<file path="src/rtl/led_ctrl_pkg.sv">
// Shared LED mode codes, lamp-test state encodings and the per-LED
// priority helper for the baseboard LED controller.
package led_ctrl_pkg;

  typedef enum logic [3:0] {
    LED_OFF        = 4'h0,
    LED_ON         = 4'h1,
    BLK_1HZ        = 4'h2,
    BLK_2HZ        = 4'h3,
    BLK_4HZ        = 4'h4,
    BLK_4HZ_500MS  = 4'h5,
    BLK_4HZ_3500MS = 4'h6,
    BLK_07S        = 4'h7
  } led_mode_e;

  typedef enum logic [1:0] {
    LT_IDLE  = 2'd0,
    LT_WALK  = 2'd1,
    LT_ALLON = 2'd2
  } lt_state_e;

  localparam int NUM_LEDS = 16;
  localparam int NUM_REGS = 8;
  localparam int PH_LAST  = 159;
  localparam int C07_LAST = 27;

  localparam logic [7:0] SH_RESET = {LED_OFF, LED_OFF};

  // Lamp test beats fault, fault beats the host-written shadow nibble.
  function automatic logic [3:0] merge_nibble(input logic       lamp_active,
                                              input logic       lamp_on,
                                              input logic       fault,
                                              input logic [3:0] shadow);
    if (lamp_active) return lamp_on ? LED_ON : LED_OFF;
    if (fault)       return BLK_4HZ;
    return shadow;
  endfunction

endpackage

</file>
<file path="src/rtl/led_ctrl_if.sv">
// Host register bus of the LED controller: write strobe, address, data
// and the registered shadow read-back.
interface led_ctrl_if;

  logic       HOST_WR;
  logic [2:0] HOST_ADDR;
  logic [7:0] HOST_WDATA;
  logic [7:0] HOST_RDATA;

  modport master (output HOST_WR, HOST_ADDR, HOST_WDATA, input HOST_RDATA);
  modport slave  (input HOST_WR, HOST_ADDR, HOST_WDATA, output HOST_RDATA);

endinterface

</file>
<file path="src/rtl/led_timebase.sv">
// Base tick, 4 s phase frame and the six registered blink phase clocks.
module led_timebase
  import led_ctrl_pkg::*;
#(
  parameter int TICK_CYCLES = 625_000
) (
  input  logic SYSCLK,
  input  logic RESET,
  output logic tick,
  output logic clk_1hz,
  output logic clk_2hz,
  output logic clk_4hz,
  output logic clk_4hz_500ms,
  output logic clk_4hz_3500ms,
  output logic clk_07s
);

  localparam int TW = (TICK_CYCLES > 1) ? $clog2(TICK_CYCLES) : 1;

  logic [TW-1:0] tcnt_q, tcnt_d;
  logic [7:0]    ph_q, ph_d;
  logic [4:0]    c07_q, c07_d;
  logic [5:0]    phase_q, phase_d;
  logic [7:0]    mod10, mod20, mod40;
  logic          burst_4hz;

  assign tick = (tcnt_q == TW'(TICK_CYCLES - 1));

  // Phase clocks are derived from the post-tick phase so they move together with ph.
  always_comb begin
    tcnt_d    = tick ? '0 : tcnt_q + TW'(1);
    ph_d      = ph_q;
    c07_d     = c07_q;
    phase_d   = phase_q;
    mod10     = '0;
    mod20     = '0;
    mod40     = '0;
    burst_4hz = 1'b0;
    if (tick) begin
      ph_d      = (ph_q == 8'(PH_LAST)) ? '0 : ph_q + 8'd1;
      c07_d     = (c07_q == 5'(C07_LAST)) ? '0 : c07_q + 5'd1;
      mod10     = ph_d % 8'd10;
      mod20     = ph_d % 8'd20;
      mod40     = ph_d % 8'd40;
      burst_4hz = (mod10 < 8'd5);
      phase_d   = {mod40 < 8'd20,
                   mod20 < 8'd10,
                   burst_4hz,
                   burst_4hz & (mod40 < 8'd20),
                   burst_4hz & (ph_d < 8'd20),
                   (c07_q == 5'(C07_LAST)) ? ~phase_q[0] : phase_q[0]};
    end
  end

  always_ff @(posedge SYSCLK or posedge RESET) begin
    if (RESET) begin
      tcnt_q  <= '0;
      ph_q    <= '0;
      c07_q   <= '0;
      phase_q <= '0;
    end else begin
      tcnt_q  <= tcnt_d;
      ph_q    <= ph_d;
      c07_q   <= c07_d;
      phase_q <= phase_d;
    end
  end

  assign {clk_1hz, clk_2hz, clk_4hz, clk_4hz_500ms, clk_4hz_3500ms, clk_07s} = phase_q;

endmodule

</file>
<file path="src/rtl/led_ctrl.sv">
// LED controller top: host shadow registers, fault/lamp-test priority merge
// and the lamp-test sequencer, driving the LED multiplexer directly.
module led_ctrl
  import led_ctrl_pkg::*;
#(
  parameter int TICK_CYCLES = 625_000,
  parameter int STEP_TICKS  = 8,
  parameter int HOLD_TICKS  = 40
) (
  input  logic         SYSCLK,
  input  logic         RESET,
  led_ctrl_if.slave    host,
  input  logic [15:0]  FAULT,
  input  logic         LAMP_TEST,
  output logic         LAMP_BUSY,
  output logic [7:0]   LED_REG0,
  output logic [7:0]   LED_REG1,
  output logic [7:0]   LED_REG2,
  output logic [7:0]   LED_REG3,
  output logic [7:0]   LED_REG4,
  output logic [7:0]   LED_REG5,
  output logic [7:0]   LED_REG6,
  output logic [7:0]   LED_REG7,
  output logic         CLK_1HZ,
  output logic         CLK_2HZ,
  output logic         CLK_4HZ,
  output logic         CLK_4HZ_500MS,
  output logic         CLK_4HZ_3500MS,
  output logic         CLK_07S
);

  localparam int MAXT = (HOLD_TICKS > STEP_TICKS) ? HOLD_TICKS : STEP_TICKS;
  localparam int SW   = (MAXT > 1) ? $clog2(MAXT) : 1;

  logic            tick;
  logic [7:0]      sh_q [NUM_REGS];
  logic [7:0]      sh_d [NUM_REGS];
  logic [63:0]     sh_flat;
  logic [7:0]      rdata_q, rdata_d;
  logic            lt_prev_q, lt_prev_d, lt_rise_q, lt_rise_d;
  lt_state_e       state_q, state_d;
  logic [3:0]      idx_q, idx_d;
  logic [SW-1:0]   step_q, step_d;
  logic            busy_q, busy_d;
  logic [63:0]     led_q, led_d;

  led_timebase #(.TICK_CYCLES(TICK_CYCLES)) u_timebase (
    .SYSCLK        (SYSCLK),
    .RESET         (RESET),
    .tick          (tick),
    .clk_1hz       (CLK_1HZ),
    .clk_2hz       (CLK_2HZ),
    .clk_4hz       (CLK_4HZ),
    .clk_4hz_500ms (CLK_4HZ_500MS),
    .clk_4hz_3500ms(CLK_4HZ_3500MS),
    .clk_07s       (CLK_07S)
  );

  always_comb begin
    sh_d = sh_q;
    if (host.HOST_WR) sh_d[host.HOST_ADDR] = host.HOST_WDATA;
    rdata_d   = sh_q[host.HOST_ADDR];
    lt_prev_d = LAMP_TEST;
    lt_rise_d = LAMP_TEST & ~lt_prev_q;
  end

  // Edges arriving while busy are dropped; step counting only advances on ticks.
  always_comb begin
    state_d = state_q;
    idx_d   = idx_q;
    step_d  = step_q;
    unique case (state_q)
      LT_IDLE: begin
        if (lt_rise_q) begin
          state_d = LT_WALK;
          idx_d   = '0;
          step_d  = '0;
        end
      end
      LT_WALK: begin
        if (tick) begin
          if (step_q == SW'(STEP_TICKS - 1)) begin
            step_d = '0;
            if (idx_q == 4'd15) state_d = LT_ALLON;
            else                idx_d   = idx_q + 4'd1;
          end else begin
            step_d = step_q + SW'(1);
          end
        end
      end
      LT_ALLON: begin
        if (tick) begin
          if (step_q == SW'(HOLD_TICKS - 1)) begin
            state_d = LT_IDLE;
            step_d  = '0;
          end else begin
            step_d = step_q + SW'(1);
          end
        end
      end
      default: state_d = LT_IDLE;
    endcase
    busy_d = (state_d != LT_IDLE);
  end

  // The merge looks at the next lamp state so the pattern lands with LAMP_BUSY.
  always_comb begin
    sh_flat = '0;
    led_d   = '0;
    for (int r = 0; r < NUM_REGS; r++) sh_flat[r*8 +: 8] = sh_q[r];
    for (int i = 0; i < NUM_LEDS; i++) begin
      led_d[i*4 +: 4] = merge_nibble(state_d != LT_IDLE,
                                     (state_d == LT_ALLON) || (idx_d == 4'(i)),
                                     FAULT[i], sh_flat[i*4 +: 4]);
    end
  end

  always_ff @(posedge SYSCLK or posedge RESET) begin
    if (RESET) begin
      sh_q      <= '{default: SH_RESET};
      rdata_q   <= '0;
      lt_prev_q <= 1'b0;
      lt_rise_q <= 1'b0;
      state_q   <= LT_IDLE;
      idx_q     <= '0;
      step_q    <= '0;
      busy_q    <= 1'b0;
      led_q     <= {NUM_REGS{SH_RESET}};
    end else begin
      sh_q      <= sh_d;
      rdata_q   <= rdata_d;
      lt_prev_q <= lt_prev_d;
      lt_rise_q <= lt_rise_d;
      state_q   <= state_d;
      idx_q     <= idx_d;
      step_q    <= step_d;
      busy_q    <= busy_d;
      led_q     <= led_d;
    end
  end

  assign host.HOST_RDATA = rdata_q;
  assign LAMP_BUSY       = busy_q;
  assign LED_REG0        = led_q[ 7: 0];
  assign LED_REG1        = led_q[15: 8];
  assign LED_REG2        = led_q[23:16];
  assign LED_REG3        = led_q[31:24];
  assign LED_REG4        = led_q[39:32];
  assign LED_REG5        = led_q[47:40];
  assign LED_REG6        = led_q[55:48];
  assign LED_REG7        = led_q[63:56];

endmodule

</file>
<file path="src/flat_wrapper.sv">
// flat-port wrapper written by rule: the top's interface ports become plain ports
module led_ctrl_flat import led_ctrl_pkg::*;
#(
  parameter int TICK_CYCLES = 625_000,
  parameter int STEP_TICKS  = 8,
  parameter int HOLD_TICKS  = 40
)
  (SYSCLK, RESET, FAULT, LAMP_TEST, LAMP_BUSY, LED_REG0, LED_REG1, LED_REG2, LED_REG3, LED_REG4, LED_REG5, LED_REG6, LED_REG7, CLK_1HZ, CLK_2HZ, CLK_4HZ, CLK_4HZ_500MS, CLK_4HZ_3500MS, CLK_07S, host_HOST_WR, host_HOST_ADDR, host_HOST_WDATA, host_HOST_RDATA);
  led_ctrl_if host_i ();
  input  logic SYSCLK;
  input  logic RESET;
  input  logic [15:0] FAULT;
  input  logic LAMP_TEST;
  output logic LAMP_BUSY;
  output logic [7:0] LED_REG0;
  output logic [7:0] LED_REG1;
  output logic [7:0] LED_REG2;
  output logic [7:0] LED_REG3;
  output logic [7:0] LED_REG4;
  output logic [7:0] LED_REG5;
  output logic [7:0] LED_REG6;
  output logic [7:0] LED_REG7;
  output logic CLK_1HZ;
  output logic CLK_2HZ;
  output logic CLK_4HZ;
  output logic CLK_4HZ_500MS;
  output logic CLK_4HZ_3500MS;
  output logic CLK_07S;
  input wire logic [$bits(host_i.HOST_WR)-1:0] host_HOST_WR;
  input wire logic [$bits(host_i.HOST_ADDR)-1:0] host_HOST_ADDR;
  input wire logic [$bits(host_i.HOST_WDATA)-1:0] host_HOST_WDATA;
  output wire logic [$bits(host_i.HOST_RDATA)-1:0] host_HOST_RDATA;
  assign host_i.HOST_WR = host_HOST_WR;
  assign host_i.HOST_ADDR = host_HOST_ADDR;
  assign host_i.HOST_WDATA = host_HOST_WDATA;
  assign host_HOST_RDATA = host_i.HOST_RDATA;
  led_ctrl #(.TICK_CYCLES(TICK_CYCLES), .STEP_TICKS(STEP_TICKS), .HOLD_TICKS(HOLD_TICKS)) u_core (.SYSCLK(SYSCLK), .RESET(RESET), .host(host_i), .FAULT(FAULT), .LAMP_TEST(LAMP_TEST), .LAMP_BUSY(LAMP_BUSY), .LED_REG0(LED_REG0), .LED_REG1(LED_REG1), .LED_REG2(LED_REG2), .LED_REG3(LED_REG3), .LED_REG4(LED_REG4), .LED_REG5(LED_REG5), .LED_REG6(LED_REG6), .LED_REG7(LED_REG7), .CLK_1HZ(CLK_1HZ), .CLK_2HZ(CLK_2HZ), .CLK_4HZ(CLK_4HZ), .CLK_4HZ_500MS(CLK_4HZ_500MS), .CLK_4HZ_3500MS(CLK_4HZ_3500MS), .CLK_07S(CLK_07S));
endmodule
</file>
<file path="config.mk">
export PLATFORM = sky130hd
export DESIGN_NAME = led_ctrl_flat
export DESIGN_NICKNAME = d
export VERILOG_FILES = /design/src/rtl/led_ctrl_pkg.sv /design/src/rtl/led_ctrl_if.sv /design/src/rtl/led_timebase.sv /design/src/rtl/led_ctrl.sv /design/src/flat_wrapper.sv
export SDC_FILE = /design/constraint.sdc
export NUM_CORES = 1
export LEC_CHECK = 0
export CELL_PAD_IN_SITES_DETAIL_PLACEMENT = 1
export CELL_PAD_IN_SITES_GLOBAL_PLACEMENT = 1
export CORE_ASPECT_RATIO = 1.1
export CORE_MARGIN = 1
export CORE_UTILIZATION = 38
export CTS_CLUSTER_DIAMETER = 120
export DETAILED_ROUTE_END_ITERATION = 12
export GPL_TIMING_DRIVEN = 0
export PLACE_DENSITY = 0.67
export SYNTH_ARGS = -nofsm -noshare
export SYNTH_HDL_FRONTEND = slang
export SYNTH_HIERARCHICAL = 1
export SYNTH_SLANG_ARGS = --single-unit
</file>
<file path="constraint.sdc">
create_clock -name SYSCLK -period 11.3 [get_ports SYSCLK]
set_input_delay 2.26 -clock SYSCLK [delete_from_list [all_inputs] [get_ports SYSCLK]]
set_output_delay 2.26 -clock SYSCLK [all_outputs]
set_load 0.01 [all_outputs]
</file>
==> results by group, run 1 <==
Die
  – Die W: 150 µm
  – Die ar.: 24800 µm²
  – Die Ht: 165 µm
  – Initial Util: 0.388
  – Area of the core: 23700 µm²
  – FP Rows: 59
  – # IOs: 110

Clock network
  – CTS tree: done
  – Cts hold-fix bufs: 0
  – Later-pin clock latency in the skew report: 440 ps
  – Largest buffer count on any clock path: 2
  – PostCTS Resize Cnt: 0
  – Total clock buffers created by CTS: 17
  – Post-CTS Setup Inserts: 0
  – Cell chosen for the clock root: clkbuf_16
  – Worst-path clk slew: 80 ps
  – CTS H-tree depth: 4
  – Clock sink count: 190

Timing
  – Setup TNS Final: 0 ps
  – Endpoints failing setup: 0
  – Slew headroom: 0.398
  – Slew Limit Fails: 0
  – Tightest Pin Transition: 899 ps
  – Final Cycle Share: 0.414
  – Unrepaired setup endpoints after global routing: no
  – Hold Vio Cnt, Final: 0
  – Fmax: 0.214 GHz
  – Worst Skew: 20.0 ps
  – Post-route minimum period: 4670 ps
  – Hold WS: 407 ps

Yosys
  – Most frequent cell after synthesis: dfrtp_1
  – Post-synthesis mux area share: 0.133
  – Post-synth EDFFs: 0
  – Synthesized flop and latch total: 190
  – Post-synth top area cell: dfrtp_1
  – Commonest cells post-synth: 190 x dfrtp_1, 73 x mux2_2, 61 x nor2_1
  – Ys flop type: dfrtp_1
  – XOR/XNOR share of the synthesized area: 0.0247
  – Largest family of logic cells by synthesized area: simple AND/OR/NAND/NOR gates
  – Syn Nets: 834
  – Largest cells by area after synthesis: dfrtp_1 52%, mux2_2 8.9%, mux4_2 3.9%, nor3b_1 2.7%, nor2_1 2.5%
  – Synth unique cells: 89
  – Mapped Cells: 792
  – Post-Synth Adder-Cell Area: 0.0162
  – Syn Std Cell Area: 9200 µm²
  – Post-Synth Simple-Gate Area: 0.160
  – Syn. warnings: 6
  – Asr flop ratio synth: 1.00
  – Part of the Yosys area used for sequential elements: 0.517
  – Compound-Gate Fraction of Synth Area: 0.111
  – Syn avg cell area: 11.6 µm²
  – Synth top area share: 0.517

Placed design
  – Detailed Place HPWL: 18.5 mm
  – Placed inst area: 10700 µm²
  – Global placement routability congestion: 0.871
  – I/O Buffers: 106

Routing
  – DRC: 0
  – Number of vias per cell: 5.43
  – Antenna viol nets, final: 0
  – Iteration-0 DRC Markers: 416
  – WL per Instance: 20.6 µm
  – DR vias: 6714
  – WL final: 25.5 mm
  – Number of iterations in the first detailed-routing pass: 4

Finish
  – Ant diodes: 0
  – Layout area overhead: 22.9%
  – Final Cell Area: 11300 µm²
  – Share of cells above drive strength 1: 0.193
  – Nets: 961

Worst setup path
  – Crit path capture type: register
  – WS Path Type: input pin to register
  – Crit path launch type: input pin
  – Crit path max-delay cell type: nand4b_1
  – CP peak stage delay: 680 ps
  – Worst-path fanout max: 10
  – WP buf/inv: 3
  – CP arrival: 4990 ps
  – Crit path cell chain: clkdlybuf4s50_1 -> buf_2 -> buf_1 -> nand4b_1 -> mux2_2
  – Delay-heaviest family, CP: buffers and inverters
  – Worst EP required: 11620 ps

Power and ir drop
  – Peak supply drop: 0.0967 mV
  – Pwr Density: 184 nW/µm²
  – Leak: 4.78 nW

Outcome
  – Status: finished, final reports clean

GRT
  – GRT Total Usage: 0.219
  – First-pass GRT wire length: 40.8 mm
  – Initial antenna violation count: 0
  – Largest net degree at the start of global routing: 91
  – Vias in the first global route: 7094
  – Gr ovfl total: 0

Worst hold path
  – Worst hold path class: register to register

Run
  – Max-cap viol count: 0
path summary, 6_finish.rpt:
path                                                        from                                       end  slack, ps  cells past startpoint
setup / recovery                               host_HOST_ADDR[0]            u_core/sh_flat[42]$_DFFE_PP0P_       6630                      5
hold / removal                        u_core/lt_prev_q$_DFF_PP0_                u_core/lt_rise_q$_DFF_PP0_        410                      1
setup reg to reg           u_core/u_timebase/tcnt_q[0]$_DFF_PP0_                u_core/led_q[28]$_DFF_PP0_       6730                     13
hold reg to reg                       u_core/lt_prev_q$_DFF_PP0_                u_core/lt_rise_q$_DFF_PP0_        410                      1
max in group asynchronous                                  RESET               u_core/state_q[1]$_DFF_PP0_       8050                      3
min in group asynchronous                                  RESET  u_core/u_timebase/phase_q[4]$_DFFE_PP0P_       2150                      2
cell families (layout without fill, tap and decap cells):
group,after synthesis,in the layout
AND/OR/NAND/NOR,258,258
multiplexers,93,93
XOR/XNOR,26,26
adder cells (fa/ha/maj),12,12
buffers and inverters,72,212
AO/OA/AOI/OAI,141,141
flip-flops,190,190
layer usage:
| layer | wire, µm | GRT usage | up-vias |
|---|---|---|---|
| met2 | 12800 | 0.372 | 109 |
| met4 | 367 | 0.0629 | 0 |
| met5 | 0 | 0 | - |
| li1 | - | - | 3123 |
| met3 | 789 | 0.0407 | 25 |
| met1 | 11500 | 0.284 | 3457 |
placed cells by master (no fill, tap or decap), types with 5 or more instances in the layout:
cell	synthesis	routed
a31oi_1	5	5
nand2b_1	8	8
and2_1	5	5
inv_1	27	25
or3_1	7	7
buf_6	7	7
and3_1	9	9
dfrtp_1	190	190
xnor2_1	16	16
o22ai_1	14	14
a21oi_1	28	28
o211ai_1	8	8
nand4b_1	6	6
a21o_1	8	8
buf_2	16	16
ha_1	11	11
nor3b_1	33	33
nor2b_1	9	9
nand2_1	48	48
clkbuf_1	12	12
clkinv_8	0	5
o21ai_0	25	25
nor4_1	5	5
clkdlybuf4s50_1	0	106
nor3_1	10	10
nand3_1	22	22
mux2_2	73	73
mux4_2	16	16
o31ai_1	5	5
nand4_1	9	9
clkbuf_16	0	17
xor2_1	10	10
nor2_1	61	61
layout make-up:
class | instances | area, µm²
Buffer | 43 | 249
Clock buffer | 18 | 439
Clock inverter | 14 | 171
Fill cell | 2548 | 12400
Inverter | 29 | 114
Multi-Input combinational cell | 530 | 4090
Sequential cell | 190 | 4750
Tap cell | 305 | 382
Timing Repair Buffer | 108 | 1110
metrics by stage:
step	instances	setup WS, ps	util	total power, mW
global placement	1203	2740	0.449	1.47
CTS	1237	6590	0.477	2.11
detailed placement	1205	6110	0.452	1.49
finish	1237	6630	0.477	2.08
floorplan	792	4980	-	1.19
global route	1237	6380	0.477	2.18
sequential cells by signal (all words and copies together) (netlist names), 2 cells and up:
name	cells
u_core/u_timebase/ph_q	8
u_core/u_timebase/phase_q	6
u_core/u_timebase/c07_q	5
u_core/step_q	6
u_core/host.HOST_RDATA	8
u_core/led_q	64
u_core/idx_q	4
u_core/sh_flat	64
u_core/u_timebase/tcnt_q	20
u_core/state_q	2
power breakdown:
group / switching (mW) / internal (mW)
logic: 0.282 / 0.294
registers: 0.0810 / 0.813
clock network: 0.303 / 0.306
(Power assumes the default switching activity.)
==> run 2: changes to the inputs <==
--- a/config.mk
+++ b/config.mk
@@ -13,7 +13,7 @@
 export CTS_CLUSTER_DIAMETER = 120
 export DETAILED_ROUTE_END_ITERATION = 12
 export GPL_TIMING_DRIVEN = 0
-export PLACE_DENSITY = 0.67
+export PLACE_DENSITY = 0.7
 export SYNTH_ARGS = -nofsm -noshare
 export SYNTH_HDL_FRONTEND = slang
 export SYNTH_HIERARCHICAL = 1
==> constraint.sdc (replaced) <==
create_clock -name SYSCLK -period 3.9 [get_ports SYSCLK]
set_input_delay 0.78 -clock SYSCLK [delete_from_list [all_inputs] [get_ports SYSCLK]]
set_output_delay 0.78 -clock SYSCLK [all_outputs]
set_load 0.01 [all_outputs]
==> results by group, run 2 (same netlist as run 1, synthesis figures left out) <==
Placed design
  – Dpl ws: -890 ps (-7000 ps)
  – Placed Cells: 1208 (+0.25%)
  – I/O Buffers: 106 (unchanged)
  – Detailed Place HPWL: 19.0 mm (+2.9%)
  – Global placement routability congestion: 0.867 (-0.51%)

Finish
  – Share of cells above drive strength 1: 0.200 (+0.00708)
  – Layout area overhead: 23.9%
  – Nets: 963 (+0.21%)
  – Commonest non-fill, non-tap cell in the layout: dfrtp_1
  – Ant diodes: 0 (unchanged)
  – Commonest non-fill, non-tap cells in the layout: 190 x dfrtp_1, 106 x clkdlybuf4s50_1, 73 x mux2_2
  – Fin cells: 1239 (+0.16%)

Die
  – # IOs: 110 (unchanged)
  – Area of the core: 23700 µm² (unchanged)
  – Die Ht: 165 µm (unchanged)
  – FP Rows: 59 (unchanged)
  – Initial Util: 0.388 (unchanged)
  – Die ar.: 24800 µm² (unchanged)
  – Die W: 150 µm (unchanged)

GRT
  – Vias in the first global route: 7367 (+3.8%)
  – First-pass GRT wire length: 42.1 mm (+3.2%)
  – GRT Total Usage: 0.224 (+0.00511)
  – Largest net degree at the start of global routing: 40 (-56%)
  – Gr ovfl total: 0 (unchanged)
  – Initial antenna violation count: 0 (unchanged)

Routing
  – WL per Instance: 21.1 µm (+2.3%)
  – Iteration-0 DRC Markers: 301 (-28%)
  – Number of iterations in the first detailed-routing pass: 5 (+1)
  – DRC: 0 (unchanged)
  – Number of vias per cell: 5.57 (+2.7%)
  – Antenna viol nets, final: 0 (unchanged)
  – DR vias: 6905 (+2.8%)
  – WL final: 26.2 mm (+2.5%)

Worst setup path
  – Crit path launch type: register
  – WS Path Type: register to register
  – Crit path launch: u_core/u_timebase/tcnt_q[0]$_DFF_PP0_
  – CP peak stage delay: 600 ps (-80 ps)
  – Worst-path fanout max: 11 (+1)
  – Crit path max-delay cell type: or4_4
  – Crit-path most repeated cell: buf_2
  – Crit path cell chain: ha_1 -> nand2_1 -> or3_1 -> or4_4 -> clkinv_4 -> and4bb_2 -> a41oi_1 -> a311oi_4 -> or2_0 -> buf_2 -> buf_2 -> nor3b_1
  – Reg2reg start: u_core/u_timebase/tcnt_q[0]$_DFF_PP0_
  – Worst EP required: 4210 ps (-7410 ps)
  – CP arrival: 4000 ps (-990 ps)
  – Crit path capture type: register

Clock network
  – Largest buffer count on any clock path: 2 (unchanged)
  – Total clock buffers created by CTS: 17 (unchanged)
  – Later-pin clock latency in the skew report: 440 ps (about the same)
  – CTS H-tree depth: 4 (unchanged)
  – Clock sink count: 190 (unchanged)
  – Cell chosen for the clock root: clkbuf_16
  – Post-CTS Setup Inserts: 0 (unchanged)
  – CTS tree: done
  – Worst-path clk slew: 90 ps (about the same)

Worst hold path
  – Worst hold path class: register to register
  – HP Start: u_core/lt_prev_q$_DFF_PP0_

Run
  – Max-cap viol count: 0 (unchanged)

Power and ir drop
  – Clock power frac: 0.302 (+0.009)
  – Total Power: 6.16 mW (+200%)
  – Pwr Density: 540 nW/µm² (+190%)
  – Switch Pwr: 2.04 mW (+210%)
  – Combinational share of power: 0.278 (about the same)
  – Leak: 4.84 nW (+1.2%)
  – Switching share of power: 0.331 (+0.0107)
  – P_int: 4.12 mW (+190%)
  – Peak supply drop: 0.285 mV (+190%)
  – Register share of total power: 0.420 (-0.010)

Timing
  – Worst Skew: 12.3 ps (-7.68 ps)
  – Slew Limit Fails: 0 (unchanged)
  – Hold WS: 399 ps (-7.90 ps)
  – Final Cycle Share: 0.947
  – Unrepaired setup endpoints after global routing: no
  – Slack of the critical path: 208 ps (-6420 ps)
  – Endpoints failing setup: 0 (unchanged)
  – Fmax: 0.271 GHz
  – Post-route minimum period: 3690 ps
  – Hold Vio Cnt, Final: 0 (unchanged)
  – Slew headroom: 0.423 (+0.0255)
  – Tightest Pin Transition: 861 ps (-38.1 ps)

Outcome
  – Status: finished, final reports clean
run 2: final timing paths:
kind | cells past startpoint | endpoint | slack [ps]
hold / removal | 1 | u_core/lt_rise_q$_DFF_PP0_ | 400
setup reg to reg | 12 | u_core/led_q[53]$_DFF_PP0_ | 210
max in group asynchronous | 4 | u_core/led_q[13]$_DFF_PP0_ | 2330
setup / recovery | 12 | u_core/led_q[53]$_DFF_PP0_ | 210
min in group asynchronous | 2 | u_core/u_timebase/ph_q[3]$_DFFE_PP0P_ | 690
hold reg to reg | 1 | u_core/lt_rise_q$_DFF_PP0_ | 400
run 2: final cells by class:
type,instances,area [µm²]
buffer,41,243
fill,2521,12300
tap,305,382
timing repair buffer,111,1160
sequential,190,4750
inverter,29,118
multi-input combinational,530,4110
timing repair inverter,1,5.00
clock inverter,15,211
clock buffer,17,425
run 2: power groups by stage:
| stage | Combinational (mW) | Sequential (mW) | Clock, mW |
|---|---|---|---|
| floorplan | 0.784 | 2.66 | 0 |
| global placement | 1.66 | 2.61 | 0 |
| detailed placement | 1.70 | 2.62 | 0 |
| CTS | 1.72 | 2.59 | 1.91 |
| global route | 1.85 | 2.63 | 1.98 |
| finish | 1.71 | 2.59 | 1.86 |
run 2: timing repair:
action / in CTS / in global routing
pin swaps: 1 / 0
gates cloned: 1 / 0
hold endpoints to repair: 0 / 0
hold buffers: 0 / 0
setup endpoints to repair: 67 / 2
gates resized for setup: 4 / 1
run 2: worst max-delay path: cells and delay by family, from the launching register on:
family / cells / cell delay (ps)
adder cells (fa/ha/maj): 1 / 210
buffers and inverters: 3 / 610
AND/OR/NAND/NOR: 6 / 1640
AO/OA/AOI/OAI: 2 / 710
flip-flops: 1 / 380
run 2: metrics by stage:
step,setup TNS [ps],util,area (µm²)
global placement,-70690,0.449,10700
CTS,0,0.481,11400
finish,0,0.481,11400
floorplan,0,-,9210
global route,0,0.481,11400
detailed placement,-44770,0.454,10800
run 2: layer usage:
layer / vias up / GRT usage / wire, µm
li1: 3134 / - / -
met1: 3592 / 0.290 / 11400
met2: 159 / 0.384 / 13200
met4: 0 / 0.0592 / 267
met3: 20 / 0.0404 / 1240
met5: - / 0 / 0
